$ cat src/rtl/cpu_halt_ctrl_pkg.sv
// Shared definitions for the core halt/run handshake controller.
package cpu_halt_ctrl_pkg;

   localparam int unsigned CPU_HALT_ACK_TIMEOUT_DEFAULT = 32'd255;

   typedef enum logic [1:0] {
      ST_RUN      = 2'b00,
      ST_HALT_REQ = 2'b01,
      ST_HALTED   = 2'b10,
      ST_RUN_REQ  = 2'b11
   } halt_state_e;

endpackage

$ cat src/rtl/cpu_halt_ctrl.sv
// Core halt/run handshake controller: firmware requests a halt, wake events request resume,
// and a saturating wait counter flags a missing core acknowledge.
module cpu_halt_ctrl
   import cpu_halt_ctrl_pkg::*;
#(
   parameter int unsigned ACK_TIMEOUT = CPU_HALT_ACK_TIMEOUT_DEFAULT
) (
   input  logic clk,
   input  logic cptra_rst_b,
   input  logic fw_halt_req,
   input  logic wake_event,
   input  logic cptra_in_debug_scan_mode,
   input  logic cpu_halt_ack,
   input  logic cpu_run_ack,
   output logic cpu_halt_req,
   output logic cpu_run_req,
   output logic cpu_halt_status,
   output logic halt_timeout_err
);

   localparam int unsigned CNT_W = (ACK_TIMEOUT < 32'd2) ? 32'd1 : 32'($clog2(ACK_TIMEOUT + 32'd1));
   localparam logic [CNT_W-1:0] CNT_MAX = CNT_W'(ACK_TIMEOUT);

   halt_state_e      state_r;
   halt_state_e      state_nxt_s;
   logic [CNT_W-1:0] cnt_r;
   logic [CNT_W-1:0] cnt_nxt_s;
   logic             timeout_s;
   logic             cnt_restart_s;
   logic             err_nxt_s;
   logic             cpu_halt_req_r;
   logic             cpu_run_req_r;
   logic             cpu_halt_status_r;
   logic             halt_timeout_err_r;

   assign timeout_s        = (cnt_r == CNT_MAX);
   assign cpu_halt_req     = cpu_halt_req_r;
   assign cpu_run_req      = cpu_run_req_r;
   assign cpu_halt_status  = cpu_halt_status_r;
   assign halt_timeout_err = halt_timeout_err_r;

   // Next-state decode; an ack always beats a same-cycle timeout or wake.
   always_comb begin
      state_nxt_s   = state_r;
      err_nxt_s     = 1'b0;
      cnt_restart_s = 1'b0;
      case (state_r)
         ST_RUN: begin
            if (fw_halt_req && !wake_event && !cptra_in_debug_scan_mode) begin
               state_nxt_s = ST_HALT_REQ;
            end else begin
               state_nxt_s = ST_RUN;
            end
         end
         ST_HALT_REQ: begin
            if (cpu_halt_ack) begin
               state_nxt_s = ST_HALTED;
            end else if (timeout_s) begin
               state_nxt_s = ST_RUN;
               err_nxt_s   = 1'b1;
            end else if (wake_event) begin
               state_nxt_s = ST_RUN;
            end else begin
               state_nxt_s = ST_HALT_REQ;
            end
         end
         ST_HALTED: begin
            if (wake_event) begin
               state_nxt_s = ST_RUN_REQ;
            end else begin
               state_nxt_s = ST_HALTED;
            end
         end
         ST_RUN_REQ: begin
            if (cpu_run_ack) begin
               state_nxt_s = ST_RUN;
            end else if (timeout_s) begin
               // Keep asking the core to resume, but report the stall and re-arm the wait.
               state_nxt_s   = ST_RUN_REQ;
               err_nxt_s     = 1'b1;
               cnt_restart_s = 1'b1;
            end else begin
               state_nxt_s = ST_RUN_REQ;
            end
         end
         default: begin
            state_nxt_s = ST_RUN;
         end
      endcase
   end

   // Wait counter: cleared on any state entry or restart, saturates at the timeout value.
   always_comb begin
      cnt_nxt_s = cnt_r;
      if ((state_nxt_s != state_r) || cnt_restart_s) begin
         cnt_nxt_s = {CNT_W{1'b0}};
      end else if (((state_r == ST_HALT_REQ) || (state_r == ST_RUN_REQ)) && (cnt_r != CNT_MAX)) begin
         cnt_nxt_s = cnt_r + CNT_W'(1);
      end else begin
         cnt_nxt_s = cnt_r;
      end
   end

   // State register and wait counter.
   always_ff @(posedge clk or negedge cptra_rst_b) begin
      if (!cptra_rst_b) begin
         state_r <= ST_RUN;
         cnt_r   <= {CNT_W{1'b0}};
      end else begin
         state_r <= state_nxt_s;
         cnt_r   <= cnt_nxt_s;
      end
   end

   // Outputs decode the next state so they change on the edge that enters it.
   always_ff @(posedge clk or negedge cptra_rst_b) begin
      if (!cptra_rst_b) begin
         cpu_halt_req_r     <= 1'b0;
         cpu_run_req_r      <= 1'b0;
         cpu_halt_status_r  <= 1'b0;
         halt_timeout_err_r <= 1'b0;
      end else begin
         cpu_halt_req_r     <= (state_nxt_s == ST_HALT_REQ);
         cpu_run_req_r      <= (state_nxt_s == ST_RUN_REQ);
         cpu_halt_status_r  <= (state_nxt_s == ST_HALTED);
         halt_timeout_err_r <= err_nxt_s;
      end
   end

endmodule

$ cat config.mk
export PLATFORM = sky130hd
export DESIGN_NAME = cpu_halt_ctrl
export DESIGN_NICKNAME = d
export VERILOG_FILES = /design/src/rtl/cpu_halt_ctrl_pkg.sv /design/src/rtl/cpu_halt_ctrl.sv
export SDC_FILE = /design/constraint.sdc
export NUM_CORES = 1
export LEC_CHECK = 0
export ABC_AREA = 1
export BUFFER_PORTS_ARGS = -buffer_cell sky130_fd_sc_hd__buf_2
export CAP_MARGIN = 0
export CORE_MARGIN = 2
export CORE_UTILIZATION = 50
export CTS_BUF_LIST = sky130_fd_sc_hd__clkbuf_8
export DETAILED_ROUTE_END_ITERATION = 8
export MAX_ROUTING_LAYER = met4
export PLACE_DENSITY = 0.71
export SYNTH_ARGS = -nofsm -noshare
export SYNTH_HDL_FRONTEND = slang
export SYNTH_SLANG_ARGS = --single-unit
$ cat constraint.sdc
create_clock -name clk -period 3.66 [get_ports clk]
set_input_delay 0.549 -clock clk [delete_from_list [all_inputs] [get_ports clk]]
set_output_delay 0.549 -clock clk [all_outputs]
set_load 0.02 [all_outputs]
# Word-level counts from Yosys, hierarchy flattened
# Index checks and enable logic that the tools add are counted.
# op_classes
addsub	1
multipliers	0
div_mod_pow	0
magnitude_cmp	0
n_eq_ne	9
n_shift	0
n_mux	14
bitwise_logic	0
n_reduce_logical	9
# op_table
cell	count
$mux W8	2
$add A8 B1 Y8 const B	1
$eq A2 B2 Y1 const B	4
$eq A8 B8 Y1 const B	1
$mux W1	8
$ne A8 B8 Y1 const B	1
$pmux W2 S4	1
$eq A2 B1 Y1 const B	2
$mux W2	2
$logic_and A1 B1 Y1	3
$logic_not A1 Y1	2
$logic_not A2 Y1	1
$logic_or A1 B1 Y1	2
$ne A2 B2 Y1	1
$pmux W1 S2	1
$reduce_bool A2 Y1	1
# totals
register_bits	14
latchBits	0
ramBits	0
rom_bits	0
in_bits	7
out_inout_bits	4
word_cells	39
mem_count	0

# Longest topological paths before layout
# depth
word_depth	8
ltp_mapped	10
mapped_depth_nobuf	10

# Worst setup path before layout
# OpenSTA, ideal clock, no wires.
# synth_timing
path_kind	register to register
from	register cnt_r[0]
to	register cnt_r[0]
arrival_ps	1234
t_required_ps	3540
slack_ps	2306
stages_incl_launch_ff	11
path_buffers	0
synth_period_minus_slack_ps	1354
path_cell_list	dfrtp_1 -> ha_1 -> nand2_1 -> nor2_4 -> nand2_4 -> nand2_2 -> nand3_2 -> nand2_2 -> clkinv_2 -> nand2_4 -> nor2_2
# synth_between
elab_chain_cells	7
word_cells_on_any_way	15
classes_between	add/sub (1); eq/ne (3); mux (8); reduce/logical (3)
# synth_lines
element	line_no	text
start, declared	cpu_halt_ctrl.sv:26	logic [CNT_W-1:0] cnt_r;
start signal, assigned	cpu_halt_ctrl.sv:108	cnt_r <= {CNT_W{1'b0}};
start signal, assigned	cpu_halt_ctrl.sv:111	cnt_r <= cnt_nxt_s;
$eq A8 B8 Y1	cpu_halt_ctrl.sv:36	assign timeout_s = (cnt_r == CNT_MAX);
$mux W1	cpu_halt_ctrl.sv:58	end else if (timeout_s) begin
$mux W2	cpu_halt_ctrl.sv:56	if (cpu_halt_ack) begin
$pmux W2 S4	cpu_halt_ctrl.sv:47	case (state_r)
$ne A2 B2 Y1	cpu_halt_ctrl.sv:95	if ((state_nxt_s != state_r) || cnt_restart_s) begin
$logic_or A1 B1 Y1	cpu_halt_ctrl.sv:95	
$mux W8 or $reduce_bool A2 Y1 (tied branches)	n/a	
# Several ways; a longest one is shown, not always the timed one. The select of a mux whose other input is x is not followed.
# A chain may end at the register's enable or synchronous reset.

# Worst setup path after layout
# layout_timing
from	register state_r[0]
to	register cnt_r[1]
# layout_between
elab_chain_cells	5
word_cells_on_any_way	12
classes_between	eq/ne (4); mux (3); reduce/logical (5)
# layout_lines
element	line_no	text
start, declared	cpu_halt_ctrl.sv:24	halt_state_e state_r;
start signal, assigned	cpu_halt_ctrl.sv:110	state_r <= state_nxt_s;
$eq A2 B2 Y1 (tied with other cells)	cpu_halt_ctrl.sv:47, cpu_halt_ctrl.sv:97	
$pmux W2 S4	cpu_halt_ctrl.sv:47	
$ne A2 B2 Y1	cpu_halt_ctrl.sv:95	
$logic_or A1 B1 Y1	cpu_halt_ctrl.sv:95	
$mux W8 or $reduce_bool A2 Y1 (tied branches)	n/a	
# Several ways; a longest one is shown, not always the timed one.

==> flow_summary.yaml <==
critical_path:
  start_kind: "register"
  cp_cell_sequence: "nand2_1 > nor2_2 > inv_2 > o21ai_0 > inv_2 > nand2_2 > nand3_2 > nand2_4 > nor2_2"
  timing.rr.start: "state_r[0]"
  cp.required_ns: 3.79
  critPathTopFamily: "flip-flops"
  worst_path_largest_cell_delay_ns: 0.66
  critPathKind: "register to register"
  cp_num_buf_inv: 2
  worst-path-stages: 9
  cp.arrival_ns: 1.79
  worst_r2r_endpoint: "cnt_r[1]"
  endpoint_kind: "register"
  slowest_stage: "dfrtp_1"
  crit_fanout: 13
  rr_worst_depth: 9
  reg2reg_slack_ns: 2.01
detailed_routing:
  drt_pass1_iterations: 4
  drt_iter0_drc: 7
  vias: 609
  wl_um: 1450
  postRouteAntennaNets: 0
  drc: 0
  avgRoutedWirePerCell_um: 11.8
  drt-vias-per-instance: 4.95
timing:
  tightest_slew_ns: 0.506
  post-route-period-util_pct: 45.1
  hold_violations: 0
  rsz0062_at_grt: "no"
  relSlewSlack_pct: 66.2
  layout_min_cycle_time_ns: 1.65
  drv_slew: 0
  clock_skew_ns: 0.00182
  fmax_ghz: 0.605
  tns_ns: 0
  finalSetupViolations: 0
global_routing:
  met2_usage_pct: 29.6
  track_usage_pct: 19.8
  grt_pass1_vias: 629
  grt_util_met3_pct: 3.60
  grt_overflow: 0
  grt_pass1_wl_um: 2700
  grt.busiest_layer: "met2"
  antenna_found_initial: 0
  grt_max_degree: 15
  grt_use_met1_pct: 26.2
die:
  core_um2: 1540
  die-area_um2: 2010
  fp.dieW_um: 44.8
  die_y_um: 44.8
  start_util_pct: 54.0
  row_count: 14
  ios: 11
synth:
  synth-seq-cells: 14
  async_flop_share_pct: 100
  ys.flop_type: "dfrtp_1"
  ys_warn_count: 0
  yosysUniqueCellTypes: 25
  netlist_top_cells_area: "dfrtp_1 (42%), nor2_2 (6.8%), xor2_1 (6.3%)"
  post_synth.cell_area_avg_um2: 8.85
  syn_inst: 94
  yosysTopAreaCellShare_pct: 42.1
  synth_area_um2: 832
  synth_most_common_cell: "dfrtp_1"
  ys_seq_area_share_pct: 42.1
  syn_nets: 102
  synth.top_cells.by_count: "dfrtp_1 (14), nand2_1 (12), nor2_2 (9), inv_1 (8), nor2_1 (7)"
  synth_edf_count: 0
  synth_area_leader_cell: "dfrtp_1"
final_layout:
  drive_gt1_share_pct: 40.2
  final_cell_count_no_fill: 123
  layout.nets: 116
  n_fill_cell: 135
  multiInputGateArea_um2: 409
  num_antenna_cells: 0
  seq_area_um2: 350
  final_util_pct: 61.4
  syn_to_final_growth_pct: 13.7
pwr:
  peakVddDrop_v: 0.000502
  leakage_uw: 0.000461
  powerDensity_nw_per_um2: 676
clock_network:
  clock_path_buffers: 2
  hold_buffers: 0
  post_cts_resized: 0
  clkLatencyLatePin_ns: 0.25
  cts_buffers: 3
  h-tree-depth: 1
  root_buffer: "clkbuf_8"
  post_cts_buffers: 0
  cts_tree: "yes"
  cts_sinks: 14
  clk_pin_slew_ns: 0.06
placed_design:
  io_buffers: 10
  gp_congestion: 0.841
  place_inst: 119
  dp_hpwl_um: 1030
min_path:
  hold_class: "input pin to async pin"
flow_run:
  maxCapViolCount: 0
outcome:
  status: "finished, final reports clean"
## state kept, by name, indices dropped and copies added, names as in the netlist
register	cells
cnt_r	8
state_r	2
cpu_halt_req	1
cpu_halt_status	1
cpu_run_req	1
halt_timeout_err	1
## metrics by stage
stage / setup slack, ns / cell area [um^2] / hold slack (ns) / total power (uW)
2_1_floorplan: 2.31 / 832 / 0.253 / 443
3_3_place_gp: 2.13 / 891 / 0.461 / 481
3_5_place_dp: 2.08 / 891 / 0.462 / 487
4_1_cts: 2.02 / 946 / 0.201 / 643
5_1_grt: 1.92 / 946 / 0.216 / 694
6_report: 2.01 / 946 / 0.180 / 639
## cells by family after synthesis
family	after synthesis	share of synthesized area [%]
xor+xnor	6	6.32
fa+ha+maj	1	1.50
buf+inv	17	8.72
compound gates	7	5.11
flops	14	42.1
simple gates	49	36.2
## worst max-delay path by stage
stage | from | end | slack (ns)
after global routing | state_r[0] | cnt_r[1] | 1.92
after floorplan | cnt_r[0] | cnt_r[0] | 2.31
after CTS | state_r[0] | cnt_r[1] | 2.02
after global placement | state_r[0] | cnt_r[0] | 2.13
final | state_r[0] | cnt_r[1] | 2.01
after detailed placement | state_r[0] | cnt_r[2] | 2.08
## per-layer routing
| layer | part of all wire (%) | up-vias |
|---|---|---|
| li1 | - | 316 |
| met1 | 48 | 279 |
| met2 | 47 | 9 |
| met3 | 3.2 | 5 |
| met4 | 2.1 | 0 |
| met5 | 0 | - |
## where the power goes
group | switching [uW] | internal (uW) | total [uW]
combinational | 184 | 82.6 | 266
clock | 54.5 | 95.3 | 150
sequential | 36.5 | 187 | 223
## final cells by class
cell class | instances | area share [%]
clock buffer | 4 | 5.82
inverter | 16 | 6.48
sequential | 14 | 37.0
timing repair buffer | 10 | 5.29
tap | 16 | 2.12
multi-input combinational | 63 | 43.3
## placed cells by master, fill, tap and decap left out, drive strengths merged
cell and n:
nand3 9, ha 1, clkbuf 4, buf 10, nand4 1, inv 14
nand3b 1, nand2 19, dfrtp 14, a21oi 1, o211ai 1, o21ai 3
clkinv 2, o31ai 1, nor2 19, o21bai 1, xor2 6
Note: power is estimated with default switching activity, not from simulation.
